## config.mk

```make
export PLATFORM = sky130hd
export DESIGN_NAME = audio_playback_sequencer
export DESIGN_NICKNAME = d
export VERILOG_FILES = /design/src/rtl/audio_pkg.sv /design/src/rtl/sample_rate_divider.sv /design/src/rtl/audio_playback_sequencer.sv
export SDC_FILE = /design/constraint.sdc
export NUM_CORES = 1
export LEC_CHECK = 0
export ABC_AREA = 1
export ABC_CLOCK_PERIOD_IN_PS = 2850
export BUFFER_PORTS_ARGS = -buffer_cell sky130_fd_sc_hd__buf_2
export CAP_MARGIN = 20
export CORE_UTILIZATION = 57
export CTS_CLUSTER_DIAMETER = 80
export DETAILED_ROUTE_END_ITERATION = 7
export GPL_ROUTABILITY_DRIVEN = 0
export GPL_TIMING_DRIVEN = 0
export PLACE_DENSITY = 0.84
export SLEW_MARGIN = 20
export SYNTH_ARGS = -nofsm -noshare
export SYNTH_HDL_FRONTEND = slang
export SYNTH_HIERARCHICAL = 1
export SYNTH_SLANG_ARGS = --single-unit
```

## constraint.sdc

```tcl
create_clock -name clk -period 2.85 [get_ports clk]
set_clock_uncertainty 0.05 [all_clocks]
set_input_delay 0.4275 -clock clk [delete_from_list [all_inputs] [get_ports clk]]
set_output_delay 0.4275 -clock clk [all_outputs]
set_load 0.02 [all_outputs]
```

## src/rtl/audio_pkg.sv

```systemverilog
// ---------------------------------------------------------------------------
// audio_pkg
//   Shared types and constants for the audio playback sequencer.
//   - state_e            : sequencer FSM states
//   - SILENCE            : mid-scale unsigned PCM value (no output swing)
//   - DEFAULT_SAMPLE_DIV : clk cycles per sample at 3.125 MHz (~8.01 kHz)
//   - is_playing()       : true for the states in which the clip is running
// ---------------------------------------------------------------------------
package audio_pkg;

  typedef enum logic [1:0] {
    ST_IDLE      = 2'd0,
    ST_WAIT_TICK = 2'd1,
    ST_FETCH     = 2'd2,
    ST_DONE      = 2'd3
  } state_e;

  localparam logic [7:0] SILENCE            = 8'h80;
  localparam int         DEFAULT_SAMPLE_DIV = 390;

  function automatic logic is_playing(input state_e s);
    return (s == ST_WAIT_TICK) || (s == ST_FETCH);
  endfunction

endpackage

```

## src/rtl/sample_rate_divider.sv

```systemverilog
// ---------------------------------------------------------------------------
// sample_rate_divider
//   Sample-rate timebase. Counts 0..DIV-1 while enabled and flags the last
//   count of each period; sits at 0 whenever it is disabled or cleared.
//
//   clk   in  1  system clock
//   rst   in  1  synchronous reset, active-high
//   clr   in  1  restart the period from 0 on the next cycle
//   en    in  1  count this cycle (0 forces the count back to 0)
//   tick  out 1  high while the count is DIV-1
// ---------------------------------------------------------------------------
module sample_rate_divider
  import audio_pkg::*;
#(
  parameter int DIV = DEFAULT_SAMPLE_DIV
) (
  input  logic clk,
  input  logic rst,
  input  logic clr,
  input  logic en,
  output logic tick
);

  localparam int                 CNT_W   = $clog2(DIV);
  localparam logic [CNT_W-1:0]   CNT_MAX = CNT_W'(DIV - 1);

  logic [CNT_W-1:0] cnt_q;
  logic [CNT_W-1:0] cnt_d;

  // NOTE: every always_comb output gets a default on entry so no path can
  // leave it unassigned and infer a latch.
  always_comb begin
    cnt_d = cnt_q;
    if (clr || !en) begin
      cnt_d = '0;
    end else if (cnt_q == CNT_MAX) begin
      cnt_d = '0;
    end else begin
      cnt_d = cnt_q + CNT_W'(1);
    end
  end

  // NOTE: state registers use non-blocking assignments so every flop samples
  // its pre-edge inputs regardless of block evaluation order.
  always_ff @(posedge clk) begin
    if (rst) begin
      cnt_q <= '0;
    end else begin
      cnt_q <= cnt_d;
    end
  end

  // Decoded from the register alone; a held counter sits at 0, and DIV >= 2
  // keeps 0 distinct from the terminal count.
  assign tick = (cnt_q == CNT_MAX);

endmodule

```

## src/rtl/audio_playback_sequencer.sv

```systemverilog
// ---------------------------------------------------------------------------
// audio_playback_sequencer
//   Turns start/stop commands into paced sample-memory reads and hands each
//   fetched sample to the output stage as a 1-cycle-valid PCM word. Owns the
//   sample timebase, address walk, end-of-clip/loop decision and underrun flag.
//
//   clk        in   1       system clock
//   rst        in   1       synchronous reset, active-high
//   start      in   1       pulse: play from address 0 (ignored while playing)
//   stop       in   1       pulse: abort, return to idle (wins over start)
//   loop_en    in   1       wrap LAST_ADDR -> 0 instead of finishing
//   rd_req     out  1       sample read request
//   rd_addr    out  ADDR_W  sample address, stable while rd_req=1
//   rd_ack     in   1       rd_data valid this cycle
//   rd_data    in   8       unsigned PCM sample
//   pcm_valid  out  1       pulse: pcm_data just updated with a sample
//   pcm_data   out  8       current PCM sample, 8'h80 = silence
//   playing    out  1       clip running (WAIT_TICK/FETCH)
//   done       out  1       clip finished without looping
//   underrun   out  1       sticky: a tick arrived with a fetch outstanding
// ---------------------------------------------------------------------------
module audio_playback_sequencer
  import audio_pkg::*;
#(
  parameter int SAMPLE_DIV = DEFAULT_SAMPLE_DIV,
  parameter int ADDR_W     = 8,
  parameter int LAST_ADDR  = 255
) (
  input  logic              clk,
  input  logic              rst,
  input  logic              start,
  input  logic              stop,
  input  logic              loop_en,
  output logic              rd_req,
  output logic [ADDR_W-1:0] rd_addr,
  input  logic              rd_ack,
  input  logic [7:0]        rd_data,
  output logic              pcm_valid,
  output logic [7:0]        pcm_data,
  output logic              playing,
  output logic              done,
  output logic              underrun
);

  localparam logic [ADDR_W-1:0] LAST = ADDR_W'(LAST_ADDR);

  state_e            state_q,     state_d;
  logic [ADDR_W-1:0] addr_q,      addr_d;
  logic              pcm_valid_q, pcm_valid_d;
  logic [7:0]        pcm_data_q,  pcm_data_d;
  logic              underrun_q,  underrun_d;

  logic tick;
  logic start_go;

  // A start is only honoured from a stopped state and never alongside stop.
  assign start_go = start && !stop &&
                    ((state_q == ST_IDLE) || (state_q == ST_DONE));

  // The timebase runs exactly while the next state is a playing state, so it
  // is already at 0 on the first cycle of IDLE/DONE.
  sample_rate_divider #(
    .DIV (SAMPLE_DIV)
  ) u_divider (
    .clk  (clk),
    .rst  (rst),
    .clr  (start_go),
    .en   (is_playing(state_d)),
    .tick (tick)
  );

  always_comb begin
    state_d     = state_q;
    addr_d      = addr_q;
    pcm_valid_d = 1'b0;
    pcm_data_d  = pcm_data_q;
    underrun_d  = underrun_q;

    if (stop) begin
      // Abort from anywhere; the underrun history is deliberately kept.
      state_d    = ST_IDLE;
      pcm_data_d = SILENCE;
    end else begin
      unique case (state_q)
        ST_IDLE, ST_DONE: begin
          // The last sample stays on pcm_data for its valid cycle only.
          pcm_data_d = SILENCE;
          if (start) begin
            state_d    = ST_WAIT_TICK;
            addr_d     = '0;
            underrun_d = 1'b0;
          end
        end

        ST_WAIT_TICK: begin
          if (tick) begin
            state_d = ST_FETCH;
          end
        end

        ST_FETCH: begin
          // A tick here is lost rather than queued; the fetch still finishes.
          if (tick) begin
            underrun_d = 1'b1;
          end
          if (rd_ack) begin
            pcm_valid_d = 1'b1;
            pcm_data_d  = rd_data;
            if (addr_q != LAST) begin
              addr_d  = addr_q + ADDR_W'(1);
              state_d = ST_WAIT_TICK;
            end else if (loop_en) begin
              addr_d  = '0;
              state_d = ST_WAIT_TICK;
            end else begin
              state_d = ST_DONE;
            end
          end
        end

        default: begin
          state_d = ST_IDLE;
        end
      endcase
    end
  end

  always_ff @(posedge clk) begin
    if (rst) begin
      state_q     <= ST_IDLE;
      addr_q      <= '0;
      pcm_valid_q <= 1'b0;
      pcm_data_q  <= SILENCE;
      underrun_q  <= 1'b0;
    end else begin
      state_q     <= state_d;
      addr_q      <= addr_d;
      pcm_valid_q <= pcm_valid_d;
      pcm_data_q  <= pcm_data_d;
      underrun_q  <= underrun_d;
    end
  end

  // Outputs decode straight from registers: no combinational input-to-output path.
  assign rd_req    = (state_q == ST_FETCH);
  assign rd_addr   = addr_q;
  assign pcm_valid = pcm_valid_q;
  assign pcm_data  = pcm_data_q;
  assign playing   = is_playing(state_q);
  assign done      = (state_q == ST_DONE);
  assign underrun  = underrun_q;

endmodule

```

# Word-level counts from Yosys, hierarchy flattened
# Cells that the tools add are included.
# classes
addsub	2
n_eq_ne	11
n_mux	18
bitwise_logic	2
n_reduce_logical	17
# op_table
operator	count
2-to-1 mux 8 bit	5
case mux 8 bit (2 select lines)	2
2-to-1 mux 2 bit	6
adder 9 x 1 -> 9 bit (second input constant)	1
== test 9 bit (second input constant)	1
adder 8 x 1 -> 8 bit (second input constant)	1
inequality test 8 bit (second input constant)	1
== test 2 bit (second input constant)	3
case mux 2 bit (3 select lines)	1
OR reduction 3 bit	2
AND reduction 5 bit	1
== test 2 x 1 -> 1 bit (second input constant)	2
logical OR 1 bit	4
inequality test 2 x 1 -> 1 bit (second input constant)	2
AND reduction 4 bit	1
OR reduction 2 bit	2
2-to-1 mux 1 bit	3
inequality test 3 x 2 -> 1 bit (second input constant)	1
logical AND 1 bit	2
logical NOT 1 bit	2
logical NOT 2 bit	1
inequality test 2 bit (second input constant)	1
inverter 1 bit	2
case mux 1 bit (2 select lines)	1
other kinds (2)	2
# totals
reg_bits	29
in_bits	14
out_inout_bits	21
elab_cells	56

# Longest topological paths before layout
# depth
ltp_word	10
mapped_depth	17
mapped_depth_nobuf	17

# Cells and area by module
# Netlist, hierarchy kept.
# by_module_without_submodules
module	n_inst	cells_each	area_each_um2	seq_area_each_um2
audio_playback_sequencer	1	160	1054.8	400.4
sample_rate_divider	1	67	474.2	180.2

# Least setup slack after synthesis
# OpenSTA, ideal clock, no wires.
# synth_path
kind	register -> register
start	register state_q[0]
end	register u_divider.cnt_q[4]
arrival_ps	1842
required_time_ps	2730
path_slack_ps	888
stages_incl_launch_ff	14
synth_period_minus_slack_ps	1962
path_cell_list	dfxtp_1 > inv_1 > ha_1 > inv_2 > o21bai_4 > nand2_1 > nand3_1 > nand2_1 > nand2_1 > nand2_1 > inv_1 > nor3b_4 > nand2_4 > a21oi_1
# synth_between
word_cells_on_any_way	18
classes_between	5 x eq/ne; 5 x mux; 8 x reduce/logical
# synth_lines
element	line_no	source
start: declaration	audio_playback_sequencer.sv:47	state_e state_q, state_d;
start signal: assignment	audio_playback_sequencer.sv:136	state_q <= state_d;
== test 2 bit *	--	
via rd_req	audio_playback_sequencer.sv:34	output logic rd_req,
case mux 2 bit (3 select lines) *	audio_playback_sequencer.sv:84	unique case (state_q)
2-to-1 mux 2 bit *	audio_playback_sequencer.sv:79	if (stop) begin
== test 2 x 1 -> 1 bit / == test 2 bit (equally long branches)	audio_pkg.sv:22	return (s == ST_WAIT_TICK) || (s == ST_FETCH);
logical OR 1 bit *	audio_pkg.sv:22	
logical NOT 1 bit *	sample_rate_divider.sv:34	if (clr || !en) begin
logical OR 1 bit *	sample_rate_divider.sv:34	
OR reduction 3 bit (no source line) *	--	
end signal: assignment	sample_rate_divider.sv:49	cnt_q <= cnt_d;
end: declaration	sample_rate_divider.sv:27	logic [CNT_W-1:0] cnt_q;
# The timed path passes the listed nets; every way through them passes the cells marked *.
# A chain may end at the register's enable or synchronous reset.

# Worst setup path in the final report
# layout_path
start	register state_q[0]
end	register u_divider.cnt_q[6]
# layout_between
elab_chain_len	9
word_cells_on_any_way	18
classes_between	5 x eq/ne; 5 x mux; 8 x reduce/logical
# layout_lines
element	line_no
== test 2 bit / logical NOT 2 bit (equally long branches)	audio_playback_sequencer.sv:58, audio_playback_sequencer.sv:84
OR reduction 2 bit	audio_playback_sequencer.sv:84
case mux 2 bit (3 select lines)	audio_playback_sequencer.sv:84
2-to-1 mux 2 bit	audio_playback_sequencer.sv:79
== test 2 x 1 -> 1 bit / == test 2 bit (equally long branches)	audio_pkg.sv:22
logical OR 1 bit	audio_pkg.sv:22
logical NOT 1 bit	sample_rate_divider.sv:34
logical OR 1 bit *	sample_rate_divider.sv:34
OR reduction 3 bit (no source line) *	--
# Mark *: on every way between the ends. The rest lies on a longest branch, timed or not.

==> results.json <==
{
  "slew_headroom_pct": 71.0,
  "crit_type": "flip-flop to flip-flop",
  "status": "completed",
  "cp_data_arrival_time_ns": 2.36,
  "cp-start-kind": "flip-flop",
  "p_total_w": 0.000863,
  "hold_violations": 0,
  "cts_sinks": 29,
  "cp_num_buf_inv": 3,
  "synth.mux.area_fraction_pct": 0,
  "post_cts_buffers": 0,
  "ant_nets": 0,
  "ir_drop_mv": 0.400,
  "synth_area_leader_cell": "dfxtp_1",
  "wl_mm": 3.18,
  "slowest_delay_ns": 0.36,
  "cp_slowest_cell": "dfxtp_1",
  "rows": 18,
  "hold_buffers": 0,
  "die_area_sq_mm": 0.00289,
  "syn_nets": 247,
  "avgViaCountPerCell": 5.15,
  "clk_latency_ns": 0.33,
  "coreArea_sq_mm": 0.00250,
  "hold_class": "input port to flip-flop",
  "synthAdderAreaFrac_pct": 4.91,
  "synth_top_family_by_area": "simple AND/OR/NAND/NOR gates",
  "synth-xor-area-share_pct": 0.573,
  "syn_inst": 227,
  "synth_area_leaders": "dfxtp_1 38%, nand2_1 16%, inv_1 7.4%, nor2_1 6.9%, a21oi_1 6.2%",
  "fin_crit_ns": 2.13,
  "grtUsageTotal_pct": 26.1,
  "clk_pin_slew_ns": 0.10,
  "clock.fmax_ghz": 0.469,
  "die_h_microns": 53.8,
  "fin_tns_setup_ns": 0,
  "drt_iter0_drc": 35,
  "synth.distinct_cells": 21,
  "htree_num_levels": 2,
  "synth-compound-area-share_pct": 13.3,
  "rsz0062_at_grt": "no",
  "drive_above_1_share_pct": 21.2,
  "yosys.area_share.simple_pct": 34.7,
  "drt-pass1-iter-count": 4,
  "grt_pass1_vias": 1292,
  "syn2layout_area_growth_pct": 19.4,
  "clock_path_buffers": 2,
  "grt_max_degree": 11,
  "p_per_area_mw_per_mm2": 473,
  "synth_top_area_share_pct": 38.0,
  "drv_cap": 0,
  "num_antenna_cells": 0,
  "ys_ff_latch": 29,
  "fin_nets": 288,
  "io_pins": 35,
  "final_util_pct": 73.0,
  "leakage_nw": 0.798,
  "wire_per_inst_microns": 10.6,
  "dp_hpwl_mm": 2.36,
  "die_w_microns": 53.8,
  "syn_area_per_cell_sq_um": 6.74,
  "critical_path.endpoint_type": "flip-flop",
  "cts_resized": 0,
  "syn_area_sq_mm": 0.00153,
  "antenna_found_initial": 0,
  "crit_required_ns": 3.07,
  "drcViolationCount": 0,
  "post-route-period-util_pct": 74.9,
  "drv_slew": 0,
  "cts_root_buffer": "clkbuf_4",
  "cts_tree": "done",
  "crit_top_cell": "nand2_1",
  "critPathTopFamily": "simple AND/OR/NAND/NOR gates",
  "hold_ws_ns": 0.281,
  "ys_seq_area_share_pct": 38.0,
  "cp_max_fo": 9,
  "path_cells": "inv_1, ha_1, inv_2, o21bai_4, nand2_1, nand3_1, nand2_1, nand2_1, nand2_1, inv_1, nor3b_4, nand2_4, a21oi_1",
  "cts_made_buffers": 5,
  "globalRouteOverflowTotal": 0,
  "tightest_slew_ns": 0.433,
  "setup_viol": 0,
  "yosys_warnings": 6,
  "grt_first_pass_wirelength_mm": 5.32,
  "num_vias": 1539,
  "portBuffers": 34,
  "start_util_pct": 61.2
}
[worst min-delay path: cells and delay by family]
family | cells | cell delay [ns]
buffers and inverters | 1 | 0.08
AOI/OAI and AO/OA | 1 | 0.07
and+or+nand+nor | 1 | 0.06
[cells by family after synthesis]
family / Yosys count
DFF: 29
xor gates and xnor gates: 1
buffers and inverters: 34
and+or+nand+nor: 122
AOI/OAI and AO/OA: 35
adders and majority gates: 6
[synth_stat cells (all sizes together)]
library cell  instances
nor2                 33
and3                  1
o21ai                11
ha                    6
o21bai                1
nor3b                 1
dfxtp                29
nand2                68
nand3                15
nand4                 3
xnor2                 1
a21oi                22
o32ai                 1
nor3                  1
clkinv                1
inv                  33
[path summary, 6_finish.rpt]
path,startpoint,end,slack (ns),depth (start not counted)
setup / recovery,state_q[0],u_divider/cnt_q[6],0.72,13
setup reg to reg,state_q[0],u_divider/cnt_q[6],0.72,13
hold / removal,rd_data[7],pcm_data[7],0.28,3
hold reg to reg,pcm_data[2],pcm_data[2],0.42,2
[registers in the layout, summed over array words and instances, names as in the netlist]
| signal | flops |
|---|---|
| pcm_data | 8 |
| pcm_valid | 1 |
| rd_addr | 8 |
| u_divider/cnt_q | 9 |
| underrun | 1 |
| state_q | 2 |
[metal layers]
metal | up-vias | global-route usage (%) | routed length (microns)
met5 | - | 0 | 0
met4 | 0 | 10.1 | 52
met3 | 6 | 8.76 | 185
met2 | 50 | 41.2 | 1470
met1 | 680 | 32.5 | 1470
li1 | 803 | - | -
[power breakdown]
group	internal, W	switching [W]	total, W
clock network	0.000208	0.000150	0.000359
registers	0.000409	0.00000475	0.000414
logic	0.0000319	0.0000579	0.0000898
total	0.000650	0.000213	0.000863
[per-stage QoR]
stage / area [sq um] / std cells / setup WS [ns]
after global routing: 1830 / 299 / 0.470
after detailed placement: 1740 / 291 / 0.716
final: 1830 / 299 / 0.716
after floorplan: 1530 / 227 / 0.888
after CTS: 1830 / 299 / 0.706
after global placement: 1740 / 291 / 0.748
[area by class of cell]
cell class / instances / area (sq um)
Multi-Input combinational cell: 164 / 818
Fill cell: 217 / 674
Sequential cell: 29 / 581
Timing Repair Buffer: 34 / 170
Inverter: 34 / 130
Clock buffer: 6 / 51.3
Clock inverter: 2 / 37.5
Tap cell: 30 / 37.5
[placed cells by master (no fill, tap or decap), types with 3 or more instances in the layout]
cell      instances
nand2_1          66
nand3_1          15
clkbuf_4          5
a21oi_2           3
ha_1              6
dfxtp_1          29
buf_2            34
a21oi_1          19
inv_1            30
nand4_1           3
nor2_2            5
o21ai_0          11
nor2_1           28
(Power assumes the default switching activity.)
